<file path="config.mk">
export PLATFORM = sky130hd
export DESIGN_NAME = rs_latch_sequencer
export DESIGN_NICKNAME = d
export VERILOG_FILES = /design/src/rtl/rs_latch_sequencer_pkg.sv /design/src/rtl/rs_latch_sequencer_rr_arb2.sv /design/src/rtl/rs_latch_sequencer.sv
export SDC_FILE = /design/constraint.sdc
export NUM_CORES = 1
export LEC_CHECK = 0
export CORE_UTILIZATION = 47
export DETAILED_ROUTE_END_ITERATION = 12
export PLACE_DENSITY = 0.86
export SLEW_MARGIN = 20
export SYNTH_ARGS = -nofsm -noshare
export SYNTH_HDL_FRONTEND = slang
export SYNTH_SLANG_ARGS = --single-unit
</file>
<file path="constraint.sdc">
create_clock -name clk -period 2.5 [get_ports clk]
set_input_delay 0.75 -clock clk [delete_from_list [all_inputs] [get_ports clk]]
set_output_delay 0.75 -clock clk [all_outputs]
set_load 0.03 [all_outputs]
</file>
<file path="src/rtl/rs_latch_sequencer_pkg.sv">
// rs_seq_pkg -- shared types for the RS latch write sequencer.
//   seq_state_e : sequencer FSM states
//   SET / CLR   : {S, R} drive codes for storing a 1 / a 0
//   rs_code()   : maps a write value to its {S, R} code
package rs_seq_pkg;

    typedef enum logic [1:0] {
        ST_IDLE  = 2'd0,
        ST_SETUP = 2'd1,
        ST_PULSE = 2'd2,
        ST_HOLD  = 2'd3
    } seq_state_e;

    // Bit 1 is S, bit 0 is R. The two codes never share a high bit, so a
    // selected latch can never see R=S=1.
    localparam logic [1:0] SET = 2'b10;
    localparam logic [1:0] CLR = 2'b01;

    function automatic logic [1:0] rs_code(input logic val);
        return val ? SET : CLR;
    endfunction

endpackage

</file>
<file path="src/rtl/rs_latch_sequencer_rr_arb2.sv">
// rr_arb2 -- two-way round-robin arbiter.
// Ports:
//   clk_i, rst_i : clock, synchronous active-high reset
//   en_i         : grants may be issued this cycle
//   req_i[1:0]   : request vector
//   gnt_o[1:0]   : one-hot grant (zero when en_i is low or nothing requested)
// The pointer moves only when a grant is issued, so the requester that was
// not served last wins the next tie. Reset makes requester 0 win first.
module rr_arb2 (
    input  logic       clk_i,
    input  logic       rst_i,
    input  logic       en_i,
    input  logic [1:0] req_i,
    output logic [1:0] gnt_o
);

    logic prio_q;   // 1: requester 1 wins a tie
    logic prio_d;

    always_comb begin
        gnt_o = 2'b00;
        if (en_i) begin
            case (req_i)
                2'b01:   gnt_o = 2'b01;
                2'b10:   gnt_o = 2'b10;
                2'b11:   gnt_o = prio_q ? 2'b10 : 2'b01;
                default: gnt_o = 2'b00;
            endcase
        end
    end

    always_comb begin
        prio_d = prio_q;
        if (|gnt_o) begin
            prio_d = gnt_o[0];
        end
    end

    always_ff @(posedge clk_i) begin
        if (rst_i) begin
            prio_q <= 1'b0;
        end else begin
            prio_q <= prio_d;
        end
    end

endmodule

</file>
<file path="src/rtl/rs_latch_sequencer.sv">
// rs_latch_sequencer -- writes single bits into a bank of gated RS latches.
// Each write runs IDLE -> SETUP -> PULSE -> HOLD -> IDLE: R/S are set up
// with E low, E is pulsed for PULSE_CYCLES, then E drops while R/S are
// still held, and done pulses.
//
// Ports:
//   clk, rst                  : clock, synchronous active-high reset
//   reqN_valid/ready          : two write requesters, accepted when both high
//   reqN_idx, reqN_val        : target latch and value (1 = set, 0 = reset)
//   lat_R, lat_S, lat_E       : per-latch drives
//   lat_Q                     : latch outputs fed back for readback
//   busy, done, err           : not idle / write finished / readback mismatch
//
// Build option RS_SEQ_READBACK_CHECK_EN: when defined, the selected latch is
// compared with the written value during HOLD and a mismatch (or an index
// outside the bank) sets err until reset. When undefined err is tied low
// and lat_Q is ignored.
//
// state    | meaning
// ---------+---------------------------------------------
// ST_IDLE  | waiting; the arbiter may accept one request
// ST_SETUP | R/S driven on the selected bit, E low
// ST_PULSE | E high on the selected bit, down-counter runs
// ST_HOLD  | E low, R/S held, done high, readback sampled
module rs_latch_sequencer
    import rs_seq_pkg::*;
#(
    parameter  int N_LATCH      = 4,
    parameter  int PULSE_CYCLES = 2,
    localparam int IDX_W        = $clog2(N_LATCH)
) (
    input  logic               clk,
    input  logic               rst,
    input  logic               req0_valid,
    output logic               req0_ready,
    input  logic [IDX_W-1:0]   req0_idx,
    input  logic               req0_val,
    input  logic               req1_valid,
    output logic               req1_ready,
    input  logic [IDX_W-1:0]   req1_idx,
    input  logic               req1_val,
    output logic [N_LATCH-1:0] lat_R,
    output logic [N_LATCH-1:0] lat_S,
    output logic [N_LATCH-1:0] lat_E,
    input  logic [N_LATCH-1:0] lat_Q,
    output logic               busy,
    output logic               done,
    output logic               err
);

    localparam int CNT_W = 4;

    seq_state_e         state_q;
    logic [CNT_W-1:0]   cnt_q;
    logic [N_LATCH-1:0] lat_r_q;
    logic [N_LATCH-1:0] lat_s_q;
    logic [N_LATCH-1:0] lat_e_q;
    logic               done_q;

    logic [1:0]         gnt;
    logic               arb_en;
    logic               acc;
    logic [IDX_W-1:0]   acc_idx;
    logic               acc_val;
    logic [1:0]         acc_code;
    logic [N_LATCH-1:0] acc_sel;

    // An index outside the bank decodes to no bit at all, so the write
    // sequences normally with nothing driven.
    function automatic logic [N_LATCH-1:0] decode_idx(input logic [IDX_W-1:0] idx);
        logic [N_LATCH-1:0] dec;
        dec = '0;
        for (int i = 0; i < N_LATCH; i++) begin
            if (idx == IDX_W'(i)) begin
                dec[i] = 1'b1;
            end
        end
        return dec;
    endfunction

    assign arb_en = (state_q == ST_IDLE) && !rst;

    rr_arb2 u_arb (
        .clk_i (clk),
        .rst_i (rst),
        .en_i  (arb_en),
        .req_i ({req1_valid, req0_valid}),
        .gnt_o (gnt)
    );

    assign req0_ready = gnt[0];
    assign req1_ready = gnt[1];
    assign acc        = |gnt;
    assign acc_idx    = gnt[1] ? req1_idx : req0_idx;
    assign acc_val    = gnt[1] ? req1_val : req0_val;
    assign acc_code   = rs_code(acc_val);
    assign acc_sel    = decode_idx(acc_idx);

`ifdef RS_SEQ_READBACK_CHECK_EN
    logic               val_q;
    logic               err_q;
    logic [N_LATCH-1:0] rb_sel;
    logic               rb_bad;

    // R/S are still held in HOLD, so they double as the captured selection.
    assign rb_sel = lat_r_q | lat_s_q;
    assign rb_bad = !(|rb_sel) || ((|(lat_Q & rb_sel)) != val_q);
    assign err    = err_q;
`else
    logic unused_lat_q;
    assign unused_lat_q = ^lat_Q;
    assign err          = 1'b0;
`endif

    always_ff @(posedge clk) begin
        if (rst) begin
            state_q <= ST_IDLE;
            cnt_q   <= '0;
            lat_r_q <= '0;
            lat_s_q <= '0;
            lat_e_q <= '0;
            done_q  <= 1'b0;
`ifdef RS_SEQ_READBACK_CHECK_EN
            val_q   <= 1'b0;
            err_q   <= 1'b0;
`endif
        end else begin
            done_q <= 1'b0;
            case (state_q)
                ST_IDLE: begin
                    if (acc) begin
                        state_q <= ST_SETUP;
                        lat_s_q <= acc_sel & {N_LATCH{acc_code[1]}};
                        lat_r_q <= acc_sel & {N_LATCH{acc_code[0]}};
                        lat_e_q <= '0;
`ifdef RS_SEQ_READBACK_CHECK_EN
                        val_q   <= acc_val;
`endif
                    end
                end
                ST_SETUP: begin
                    state_q <= ST_PULSE;
                    lat_e_q <= lat_r_q | lat_s_q;
                    cnt_q   <= CNT_W'(PULSE_CYCLES - 1);
                end
                ST_PULSE: begin
                    if (cnt_q == '0) begin
                        state_q <= ST_HOLD;
                        lat_e_q <= '0;
                        done_q  <= 1'b1;
                    end else begin
                        cnt_q <= cnt_q - 1'b1;
                    end
                end
                ST_HOLD: begin
                    state_q <= ST_IDLE;
                    lat_r_q <= '0;
                    lat_s_q <= '0;
`ifdef RS_SEQ_READBACK_CHECK_EN
                    if (rb_bad) begin
                        err_q <= 1'b1;
                    end
`endif
                end
                default: begin
                    state_q <= ST_IDLE;
                    lat_r_q <= '0;
                    lat_s_q <= '0;
                    lat_e_q <= '0;
                end
            endcase
        end
    end

    assign lat_R = lat_r_q;
    assign lat_S = lat_s_q;
    assign lat_E = lat_e_q;
    assign done  = done_q;
    assign busy  = (state_q != ST_IDLE);

endmodule
</file>
==> impl_metrics.csv <==
group,metric,value,unit
sta,min_period,2.479,ns
cts,cts_tree,"yes",
critical_path,cp.required,1.75,ns
sta,hold_viol_final,0,
critical_path,path_cells,"clkdlybuf4s50_1, nand3b_4, nor2_4, buf_4",
yosys,synth-main-ff-cell,"dfxtp_1",
worst_hold_path,hold_path_class,"flip-flop to flip-flop",
yosys,synth-seq-area-share,34.67,%
pwr,power,1.304,mW
cells_and_area,syn_to_final_growth,32.94,%
critical_path,critPathTopFamily,"buffers and inverters",
cts,cts.clk_slew.worst_paths,0.12,ns
critical_path,worst-path-buf-inv,2,
critical_path,slowest_delay,0.53,ns
critical_path,worstPathArrival,1.73,ns
die,die_h,51.57,µm
yosys,yosys.area.top_type,"dfxtp_1",
cts,hold_buffers,0,
place,portBuffers,25,
critical_path,cp_max_fo,4,
global_routing,grt_max_degree,17,
critical_path,start_kind,"primary input",
sta,setup_slack,0.02079,ns
yosys,ys_ff_latch,20,
yosys,async_flop_share,0,%
critical_path,cp-end-kind,"output port",
cts,clock-sinks,20,
die,die_area,2659,µm²
pwr,p_leak,0.5557,nW
yosys,synth_area_leaders,"dfxtp_1 35%, a221oi_2 6.5%, ha_1 6.5%",
pwr,power_density,849.5,nW/µm²
place,place.gp.congestion,0.8187,
global_routing,grt_pass1_vias,1044,
cells_and_area,design_area,1535,µm²
critical_path,crit_type,"primary input to output port",
pwr,ir_drop,476.7,µV
place,dpl-instance-area,1476,µm²
global_routing,gr-usage-all-layers,22.07,%
sta,slew_viol_final,0,
detailed_routing,via_per_inst,5.806,
place,dpl.cell_count,182,
cts,cts_buffer_depth,2,
sta,fin_tns_setup,0,ns
cts,numCtsBuffers,3,
die,die_x,51.57,µm
sta,skew,0.002440,ns
cells_and_area,fin_cells,186,
cts,clk_latency,0.31,ns
detailed_routing,wl_per_cell,14.71,µm
die,rows,17,
place,hpwl,2028,µm
cts,htreeDepth,1,
sta,setup_viol,0,
detailed_routing,antenna_left,0,
global_routing,antenna_found_initial,0,
sta,period_share,99.17,%
yosys,synth_warnings,0,
detailed_routing,drt-initial-drc-count,22,
cts,root_buffer,"clkbuf_4",
global_routing,overflow,0,
critical_path,crit_slowest_cell,"clkdlybuf4s50_1",
cells_and_area,antennaDiodeCount,0,
die,coreArea,2255,µm²
status,status,"finished clean",
detailed_routing,drt_wl_total,2736,µm
yosys,syn_avg_cell_area,9.239,µm²
yosys,synth_edf_count,0,
yosys,synthCells,125,
detailed_routing,num_vias,1080,
detailed_routing,dr.pass1.iters,4,
yosys,synthTopCellsByCount,"20 x dfxtp_1, 12 x a21oi_1, 10 x nand2_1",
yosys,synth_most_common_cell,"dfxtp_1",
yosys,synth_nets,145,
yosys,synth_top_area_share,34.67,%
sta,rsz0062_at_grt,"false",
sta,max_clock_freq,403.4,MHz
place,pre_cts_ws,-0.03914,ns
cells_and_area,drive_gt1_share,18.35,%
cells_and_area,finalNetCount,179,
run,max_cap_viol_count,0,
yosys,synth_cell_types,40,
detailed_routing,drc,0,
die,initial_core_util,51.22,%
die,io_pins,31,
yosys,synth.cell_area,1155,µm²
global_routing,grt_pass1_wl,4388,µm
[through the flow]
step / util [%] / hold WS, ns
6_report: 68.09 / 0.4873
5_1_grt: 68.09 / 0.5020
4_1_cts: 67.76 / 0.4878
3_5_place_dp: 65.48 / 0.4684
3_3_place_gp: 65.48 / 0.4560
2_1_floorplan: - / 0.4708
[final timing paths]
kind	from	end	slack, ns	cells past startpoint
worst max-delay path	req1_valid	req1_ready	0.02	4
worst min-delay path	lat_E[2]	lat_E[2]	0.49	2
worst max register to register	state_q[0]	lat_S[1]	0.47	8
worst min register to register	lat_E[2]	lat_E[2]	0.49	2
[worst register-to-register path, stage by stage (launching register included)]
cell      delay (ns)
dfxtp_1         0.41
inv_1           0.10
ha_1            0.22
buf_4           0.18
nand3b_4        0.11
nor2_4          0.05
buf_4           0.14
or3b_2          0.49
a221oi_2        0.25
[sequential cells by signal (all words and copies together) (netlist names)]
signal / flops
u_arb.prio_q: 1
cnt_q: 4
done: 1
lat_E: 4
lat_S: 4
state_q: 2
lat_R: 4
[kinds of logic (layout without fill, tap and decap cells)]
family	count (synthesis)	in the layout	share of synthesized area [%]
flops	20	20	34.67
mux	1	1	0.8668
other cells	1	1	0.3247
compound gates	42	42	30.12
simple gates	43	43	22.64
fa+ha+maj	6	6	6.500
buf+inv	12	45	4.875
[power breakdown]
part / total, mW / leakage [nW] / switching, mW / internal (mW)
combinational: 0.638 / 0.365 / 0.375 / 0.263
clock: 0.269 / 0.0279 / 0.107 / 0.162
sequential: 0.397 / 0.162 / 0.0380 / 0.359
[what timing repair did]
item                       in CTS  in global routing
buffers inserted                0                  0
gates resized for setup         1                  2
setup endpoints to repair       1                  2
pin swaps                       0                  0
[cells in the final DEF, fill, tap and decap left out, drive strengths merged, types with 2 or more instances in the layout]
cell / instances
nor2: 8
nor3: 3
o211ai: 5
or3b: 4
nor2b: 2
nand3b: 3
a211oi: 2
o21ai: 3
nor4: 2
a21oi: 12
a221oi: 9
a32oi: 4
nand2: 10
nand2b: 7
clkdlybuf4s50: 21
ha: 6
dfxtp: 20
inv: 6
buf: 12
clkbuf: 3
[area by class of cell]
cell class / count / area [µm²]
Sequential cell: 20 / 400.4
Fill cell: 185 / 719.4
Clock inverter: 1 / 30.03
Multi-Input combinational cell: 93 / 703.2
Tap cell: 28 / 35.03
Inverter: 6 / 22.52
Clock buffer: 3 / 22.52
Timing Repair Buffer: 35 / 321.6
[metal layers]
layer  part of all wire, %  GRT usage (%)  up-vias  wire length (µm)
met2                    50          39.83       28              1380
met1                    45          25.58      518              1232
met4                     0          5.856        0                 0
met5                     0              0        -                 0
met3                   4.5          5.556        0               123
li1                      -              -      534                 -
Power figures use the tool's default switching activity.
